===== config.mk =====
export PLATFORM = sky130hd
export DESIGN_NAME = repetition_gen
export DESIGN_NICKNAME = d
export VERILOG_FILES = /design/src/rtl/repetition_pkg.sv /design/src/rtl/repetition_gen.sv
export SDC_FILE = /design/constraint.sdc
export NUM_CORES = 1
export LEC_CHECK = 0
export ABC_AREA = 1
export CORE_MARGIN = 2
export CORE_UTILIZATION = 51
export CTS_CLUSTER_SIZE = 14
export DETAILED_ROUTE_END_ITERATION = 12
export PLACE_DENSITY = 0.79
export SETUP_SLACK_MARGIN = 0.4
export SYNTH_ARGS = -nofsm -noshare
export SYNTH_HDL_FRONTEND = slang
export SYNTH_SLANG_ARGS = --single-unit

===== constraint.sdc =====
create_clock -name clk -period 3 [get_ports clk]
set_clock_uncertainty 0.1 [all_clocks]
set_input_delay 0.45 -clock clk [delete_from_list [all_inputs] [get_ports clk]]
set_output_delay 0.45 -clock clk [all_outputs]
set_load 0.05 [all_outputs]

===== src/rtl/repetition_pkg.sv =====
// Shared types and widths for the repetition generator.
// Optional inter-burst gap is selected in the top module by REPETITION_GEN_GAP_EN.
package repetition_pkg;

  localparam int unsigned DEFAULT_LEN_W = 8;
  localparam int unsigned COUNT_W       = 16;

  typedef enum logic [1:0] {
    StIdle = 2'd0,
    StRun  = 2'd1,
    StGap  = 2'd2
  } rep_state_e;

endpackage


===== src/rtl/repetition_gen.sv =====
// Emits a registered high burst of req_len cycles per accepted request and counts completions.
// Define REPETITION_GEN_GAP_EN to force GAP low cycles after every burst instead of chaining.
module repetition_gen
  import repetition_pkg::*;
#(
  parameter int unsigned LEN_W = DEFAULT_LEN_W,
  parameter int unsigned GAP   = 1
) (
  input  logic                 clk,
  input  logic                 rst,
  input  logic                 req_valid,
  input  logic [LEN_W-1:0]     req_len,
  output logic                 req_ready,
  output logic                 a,
  output logic                 busy,
  output logic                 done,
  output logic [COUNT_W-1:0]   burst_count
);

  if (GAP < 1 || GAP > 15) begin : g_gap_range
    $error("repetition_gen: GAP must be in 1..15");
  end

  rep_state_e         state_q, state_d;
  logic [LEN_W-1:0]   cnt_q, cnt_d;
  logic               a_q, a_d;
  logic               done_q, done_d;
  logic [COUNT_W-1:0] count_q, count_d;
  logic [1:0]         n_done;
  logic [COUNT_W:0]   count_sum;
  logic               accept;

  always_comb begin
    req_ready = 1'b0;
    case (state_q)
      StIdle:  req_ready = 1'b1;
`ifdef REPETITION_GEN_GAP_EN
      StRun:   req_ready = 1'b0;
`else
      StRun:   req_ready = (cnt_q == LEN_W'(1));
`endif
      default: req_ready = 1'b0;
    endcase
  end

  assign accept = req_valid && req_ready;

  always_comb begin
    state_d = state_q;
    cnt_d   = cnt_q;
    a_d     = 1'b0;
    n_done  = 2'd0;
    case (state_q)
      StIdle: begin
        if (accept) begin
          if (req_len != '0) begin
            state_d = StRun;
            cnt_d   = req_len;
            a_d     = 1'b1;
          end else begin
            n_done = 2'd1;
          end
        end
      end
      StRun: begin
        if (cnt_q == LEN_W'(1)) begin
          n_done = 2'd1;
`ifdef REPETITION_GEN_GAP_EN
          state_d = StGap;
          cnt_d   = LEN_W'(GAP);
`else
          if (accept && req_len != '0) begin
            cnt_d = req_len;
            a_d   = 1'b1;
          end else begin
            state_d = StIdle;
            cnt_d   = '0;
            // A chained zero-length request completes in the same cycle as the burst.
            if (accept) n_done = 2'd2;
          end
`endif
        end else begin
          cnt_d = cnt_q - LEN_W'(1);
          a_d   = 1'b1;
        end
      end
      StGap: begin
        if (cnt_q <= LEN_W'(1)) begin
          state_d = StIdle;
          cnt_d   = '0;
        end else begin
          cnt_d = cnt_q - LEN_W'(1);
        end
      end
      default: begin
        state_d = StIdle;
        cnt_d   = '0;
      end
    endcase
    done_d    = (n_done != 2'd0);
    count_sum = {1'b0, count_q} + {{(COUNT_W-1){1'b0}}, n_done};
    count_d   = count_sum[COUNT_W] ? {COUNT_W{1'b1}} : count_sum[COUNT_W-1:0];
  end

  always_ff @(posedge clk) begin
    if (rst) begin
      state_q <= StIdle;
      cnt_q   <= '0;
      a_q     <= 1'b0;
      done_q  <= 1'b0;
      count_q <= '0;
    end else begin
      state_q <= state_d;
      cnt_q   <= cnt_d;
      a_q     <= a_d;
      done_q  <= done_d;
      count_q <= count_d;
    end
  end

  assign a           = a_q;
  assign done        = done_q;
  assign busy        = (state_q != StIdle);
  assign burst_count = count_q;

endmodule

======== Yosys cells after proc, flatten, opt, wreduce, memory -nomap -nowiden ========
Cells that the tools add are included.
word-level totals
  flip-flop bits (word level) ............. 28
  latch bits .............................. 0
  RAM bits ................................ 0
  ROM bits ................................ 0
  input port bits ......................... 11
  output and inout port bits .............. 20
  memories kept ........................... 0
operators by class
  $add $sub $neg .......................... 2
  $mul .................................... 0
  divide/modulo/power cells ............... 0
  order comparisons ....................... 1
  equality and inequality tests ........... 8
  shift-type cells ........................ 0
  multiplexer cells ....................... 25
  bitwise operators ....................... 0
  reductions and logical operators ........ 8
operator list
  cell                 number
  $mux 8               5
  $pmux 8 s3           1
  $add 16x2->17        1
  $mux 16              1
  $mux 2               8
  $ne 2x2->1 const B   5
  $eq 8x1->1 const B   1
  $le 8x1->1 const B   1
  $reduce_bool 8->1    1
  $sub 8x1->8 const B  1
  $mux 1               6
  $pmux 2 s3           1
  $reduce_and 5->1     1
  $pmux 1 s2           2
  $pmux 2 s2           1
  $reduce_bool 2->1    2
  $eq 2x1->1 const B   1
  $eq 2x2->1 const B   1
  $logic_and 1x1->1    2
  $logic_not 2->1      1
  $reduce_and 2->1     1

======== Depth between registers and ports, before layout ========
  depth after elaboration ................. 9
  depth in mapped cells ................... 20
  mapped depth without buffers ............ 20

======== Least setup slack after synthesis ========
No wires, ideal clock.
  path type ............................... input to register
  start point ............................. input req_len[5]
  end point ............................... register count_q[10] (netlist: burst_count[10])
  arrival time ............................ 2468 ps
  data required time ...................... 2844 ps
  slack ................................... 376 ps
  cell stages on the path ................. 18
  path buffers ............................ 0
  cells stage by stage .................... inv_1 -> nand2_1 -> nor2_1 -> nand2_1 -> inv_1 -> nand2_1 -> o21ai_0 -> ha_1 -> inv_1 -> fa_1 -> inv_1 -> nand3_2 -> nor2_4 -> nand3_1 -> or2_1 -> nand3_1 -> nand2_1 -> inv_1
between the ends
  word-level cells in the longest chain between the ends .. 7
  elaborated cells on any way between the ends .. 9
  those cells by class .................... add/sub (1); mux (6); reduce/logical (2)
RTL lines
  item                  line                                        source
  from (decl)           repetition_gen.sv:12                        input logic [LEN_W-1:0] req_len,
  $reduce_bool 8->1 *   repetition_gen.sv:56, repetition_gen.sv:72
  $logic_and 1x1->1     repetition_gen.sv:72                        if (accept && req_len != '0) begin
  $mux 2                repetition_gen.sv:72
  $mux 2                repetition_gen.sv:66                        if (cnt_q == LEN_W'(1)) begin
  $pmux 2 s2 *          repetition_gen.sv:53                        case (state_q)
  $add 16x2->17 *       repetition_gen.sv:101                       count_sum = {1'b0, count_q} + {{(COUNT_W-1){1'b0}}, n_done};
  $mux 16 *             repetition_gen.sv:102                       count_d = count_sum[COUNT_W] ? {COUNT_W{1'b1}} : count_sum[COUNT_W-1:0];
  to (signal assigned)  repetition_gen.sv:117                       count_q <= count_d;
  to (decl)             repetition_gen.sv:28                        logic [COUNT_W-1:0] count_q, count_d;
Mark *: on every way between the ends. The rest lies on a longest branch, timed or not.
A chain may end at the register's enable or synchronous reset.

======== Final worst setup path ========
  start point ............................. register cnt_q[1]
  end point ............................... register count_q[4] (netlist: burst_count[4])
between the ends
  word-level cells in the longest chain between the ends .. 9
  elaborated cells on any way between the ends .. 11
  those cells by class .................... add/sub (1); eq/ne (1); mux (7); reduce/logical (2)
RTL lines
  item                                         line                                        source
  from (decl)                                  repetition_gen.sv:25                        logic [LEN_W-1:0] cnt_q, cnt_d;
  from (signal assigned)                       repetition_gen.sv:114                       cnt_q <= cnt_d;
  $eq 8x1->1 *                                 repetition_gen.sv:40, repetition_gen.sv:66
  $pmux 1 s2                                   repetition_gen.sv:35                        case (state_q)
  $logic_and 1x1->1                            repetition_gen.sv:46                        assign accept = req_valid && req_ready;
  $mux 2 or $logic_and 1x1->1 (tied branches)  repetition_gen.sv:79, repetition_gen.sv:72
  $mux 2                                       repetition_gen.sv:72
  $mux 2                                       repetition_gen.sv:66
  $pmux 2 s2 *                                 repetition_gen.sv:53
  $add 16x2->17 *                              repetition_gen.sv:101
  $mux 16 *                                    repetition_gen.sv:102
Marks and branches as above.

==> results.sh <==
export IMPL_status="finished clean"
export IMPL_dieArea_um2=3654
export IMPL_postLayoutSetupSlackWorst_ps=495.6
export IMPL_whs_endpoint="cnt_q[1]"
export IMPL_cp_start_kind="register"
export IMPL_finalNonFillerCells=345
export IMPL_ff2ff_path_depth=17
export IMPL_die_w_um=60.45
export IMPL_worstMarginPinSlew_ps=503.3
export IMPL_worst_hold_slack_ps=341.4
export IMPL_min_period_over_period_pct=83.48
export IMPL_wl_per_cell_um=11.65
export IMPL_cp_max_fo=5
export IMPL_post_route_util_pct=73.73
export IMPL_drv_slew=0
export IMPL_busiest_layer="met2"
export IMPL_synthFlopType="dfxtp_1"
export IMPL_rsz0062_at_grt="true"
export IMPL_drt_iter0_drc=103
export IMPL_synth_distinct_cells=26
export IMPL_met3_usage_pct=5.117
export IMPL_io_pins=31
export IMPL_grt_pass1_vias=1431
export IMPL_max_slew_margin_pct=66.34
export IMPL_io_buffers=30
export IMPL_crit_type="reg2reg"
export IMPL_syn_avg_cell_area_um2=6.607
export IMPL_synth_edf_count=0
export IMPL_numCtsBuffers=3
export IMPL_grt_overflow=0
export IMPL_synthCells=246
export IMPL_worstReg2RegEnd="burst_count[4]"
export IMPL_async_flop_share_pct=0
export IMPL_leakage_nw=1.020
export IMPL_final_hold_viol_count=0
export IMPL_timing_fmax_ghz=0.3993
export IMPL_ir_worst_vdd_mv=0.4747
export IMPL_track_usage_pct=23.03
export IMPL_worstSkewPairLatency_ps=330
export IMPL_clkSinkCount=27
export IMPL_hpwl_um=2726
export IMPL_cts_clk_slew_worst_paths_ps=150
export IMPL_timing_rr_start="cnt_q[1]"
export IMPL_yosys_warnings=0
export IMPL_die_y_um=60.45
export IMPL_grt_use_met1_pct=32.23
export IMPL_hold_buffers=0
export IMPL_ys_ff_latch=27
export IMPL_grt_start_max_net_pins=19
export IMPL_fp_row_count=20
export IMPL_grt_pass1_wl_um=6306
export IMPL_num_vias=1731
export IMPL_cp_data_arrival_time_ps=2680
export IMPL_diodes=0
export IMPL_place_congestion=0.9269
export IMPL_preCtsSetupSlack_ps=-222.2
export IMPL_period_needed_ps=2504
export IMPL_dr_pass1_iters=4
export IMPL_finalSetupViolations=0
export IMPL_cts_buffer_depth=2
export IMPL_fillCellCount=256
export IMPL_routed_via_density=5.017
export IMPL_syn_nets=262
export IMPL_dp_cells=326
export IMPL_ff2ff_setup_slack_ps=500
export IMPL_initial_core_util_pct=53.24
export IMPL_worst_setup_path_end_kind="register"
export IMPL_holdPathStages=3
export IMPL_met2_usage_pct=37.89
export IMPL_seq_area_frac_synth_pct=33.26
export IMPL_cts_root_buf="clkbuf_4"
export IMPL_h_tree_depth=1
export IMPL_required_ps=3180
export IMPL_ant_nets=0
export IMPL_coreArea_um2=3053
export IMPL_syn_area_um2=1625
export IMPL_hold_path_class="in2reg"
export IMPL_hp_start="req_len[1]"
export IMPL_drc=0
export IMPL_antenna_found_initial=0
export IMPL_powerDensity_nw_per_um2=317.1
export IMPL_drive_gt1_share_pct=23.59
export IMPL_cts_tree="done"
export IMPL_drt_wl_total_um=4018
export IMPL_max_cap_viol_count=0
export IMPL_area_growth_pct=38.49
export IMPL_nets=318
## cell type report
cell class                 instances  area (µm²)  share of cell area [%]
tap                               44       55.05                   2.446
inverter                          38       142.6                   6.337
multi-input combinational        178        1010                   44.86
clock buffer                       4       26.28                   1.167
timing repair buffer              54       470.5                   20.90
sequential                        27       546.8                   24.29
## sequential cells by signal, indices dropped and copies added (netlist names)
| name | count |
|---|---|
| burst_count | 16 |
| cnt_q | 8 |
| a | 1 |
| done | 1 |
| state_q | 1 |
## cells in the final DEF, fill, tap and decap left out, types with 2 or more instances in the layout
| cell | synthesis | final |
|---|---|---|
| a21oi_1 | 22 | 22 |
| buf_4 | 1 | 24 |
| clkbuf_2 | 0 | 2 |
| clkbuf_4 | 0 | 3 |
| clkdlybuf4s15_1 | 0 | 7 |
| clkdlybuf4s50_1 | 0 | 21 |
| dfxtp_1 | 27 | 22 |
| dfxtp_2 | 0 | 5 |
| ha_1 | 4 | 2 |
| inv_1 | 35 | 29 |
| inv_2 | 3 | 9 |
| nand2_1 | 62 | 59 |
| nand2_4 | 1 | 3 |
| nand3_1 | 15 | 10 |
| nand3_2 | 2 | 6 |
| nand3b_1 | 2 | 2 |
| nand4_1 | 2 | 2 |
| nor2_1 | 26 | 23 |
| nor2_2 | 4 | 7 |
| nor2_4 | 3 | 3 |
| nor3_1 | 6 | 5 |
| o21ai_0 | 15 | 13 |
| o21ai_2 | 1 | 2 |
| xnor2_1 | 3 | 3 |
| xor2_1 | 6 | 6 |
## critical path: stages, from the launching register on
cell and delay [ps]:
dfxtp_2 350, inv_2 70, ha_4 130, nand2_4 50
nor2_4 150, nand3_2 80, o21ai_2 70, ha_2 190
inv_2 40, fa_2 340, inv_2 90, nand3_4 70
nor2_4 160, nand2_4 80, nor3_4 200, buf_4 160
nor2_1 30, nor2_1 90
## metrics by stage
step | instance area, µm² | TNS (ps) | power (W)
3_3_place_gp | 2032 | -661.0 | 0.0005426
2_1_floorplan | 1625 | 0 | 0.0004986
3_5_place_dp | 2032 | -2189 | 0.0005430
4_1_cts | 2175 | 0 | 0.0007061
6_report | 2251 | 0 | 0.0007138
5_1_grt | 2251 | 0 | 0.0007542
## per-layer routing
layer / wire, µm / part of all wire [%] / vias to the layer above
met4: 70 / 1.7 / 0
met2: 1847 / 46 / 74
li1: - / - / 889
met1: 1825 / 45 / 760
met5: 0 / 0 / -
met3: 275 / 6.8 / 8
## Yosys cell counts, drive strengths merged, types with 3 or more instances
| library cell | instances | area, µm² |
|---|---|---|
| nand2 | 63 | 244.0 |
| nand3 | 17 | 95.09 |
| a21oi | 22 | 110.1 |
| dfxtp | 27 | 540.5 |
| inv | 38 | 142.6 |
| nor2 | 33 | 156.4 |
| nor3 | 7 | 46.30 |
| o21ai | 16 | 83.83 |
| xnor2 | 3 | 26.28 |
| ha | 4 | 50.05 |
| xor2 | 6 | 52.55 |
## power by group
group / leakage [nW] / switching (W) / internal (W)
clock: 0.0150 / 0.000106 / 0.0000521
combinational: 0.783 / 0.0000992 / 0.0000663
sequential: 0.222 / 0.0000160 / 0.000374
total: 1.02 / 0.000221 / 0.000493
## cells by family (layout without fill, tap and decap cells)
family,after synthesis,count (layout),synth area share (%)
XOR/XNOR,9,9,4.850
adder cells (fa/ha/maj),5,5,4.311
AND/OR/NAND/NOR,125,125,35.41
flip-flops,27,27,33.26
buffers and inverters,41,96,9.777
AO/OA/AOI/OAI,39,39,12.39
## worst max-delay path by stage
stage	cells after the start	end	slack, ps	start
floorplan	18	burst_count[10]	400	req_len[5]
global placement	18	burst_count[9]	-120	req_len[1]
detailed placement	20	burst_count[14]	-220	req_len[4]
CTS	17	burst_count[4]	400	cnt_q[1]
global route	17	burst_count[0]	330	cnt_q[1]
finish	17	burst_count[4]	500	cnt_q[1]
## timing repair
item / CTS / global route
setup buffers: 13 / 2
pin swaps: 8 / 17
endpoints found under the setup margin: 17 / 17
gates resized for setup: 23 / 30
Note: power is estimated with default switching activity, not from simulation.
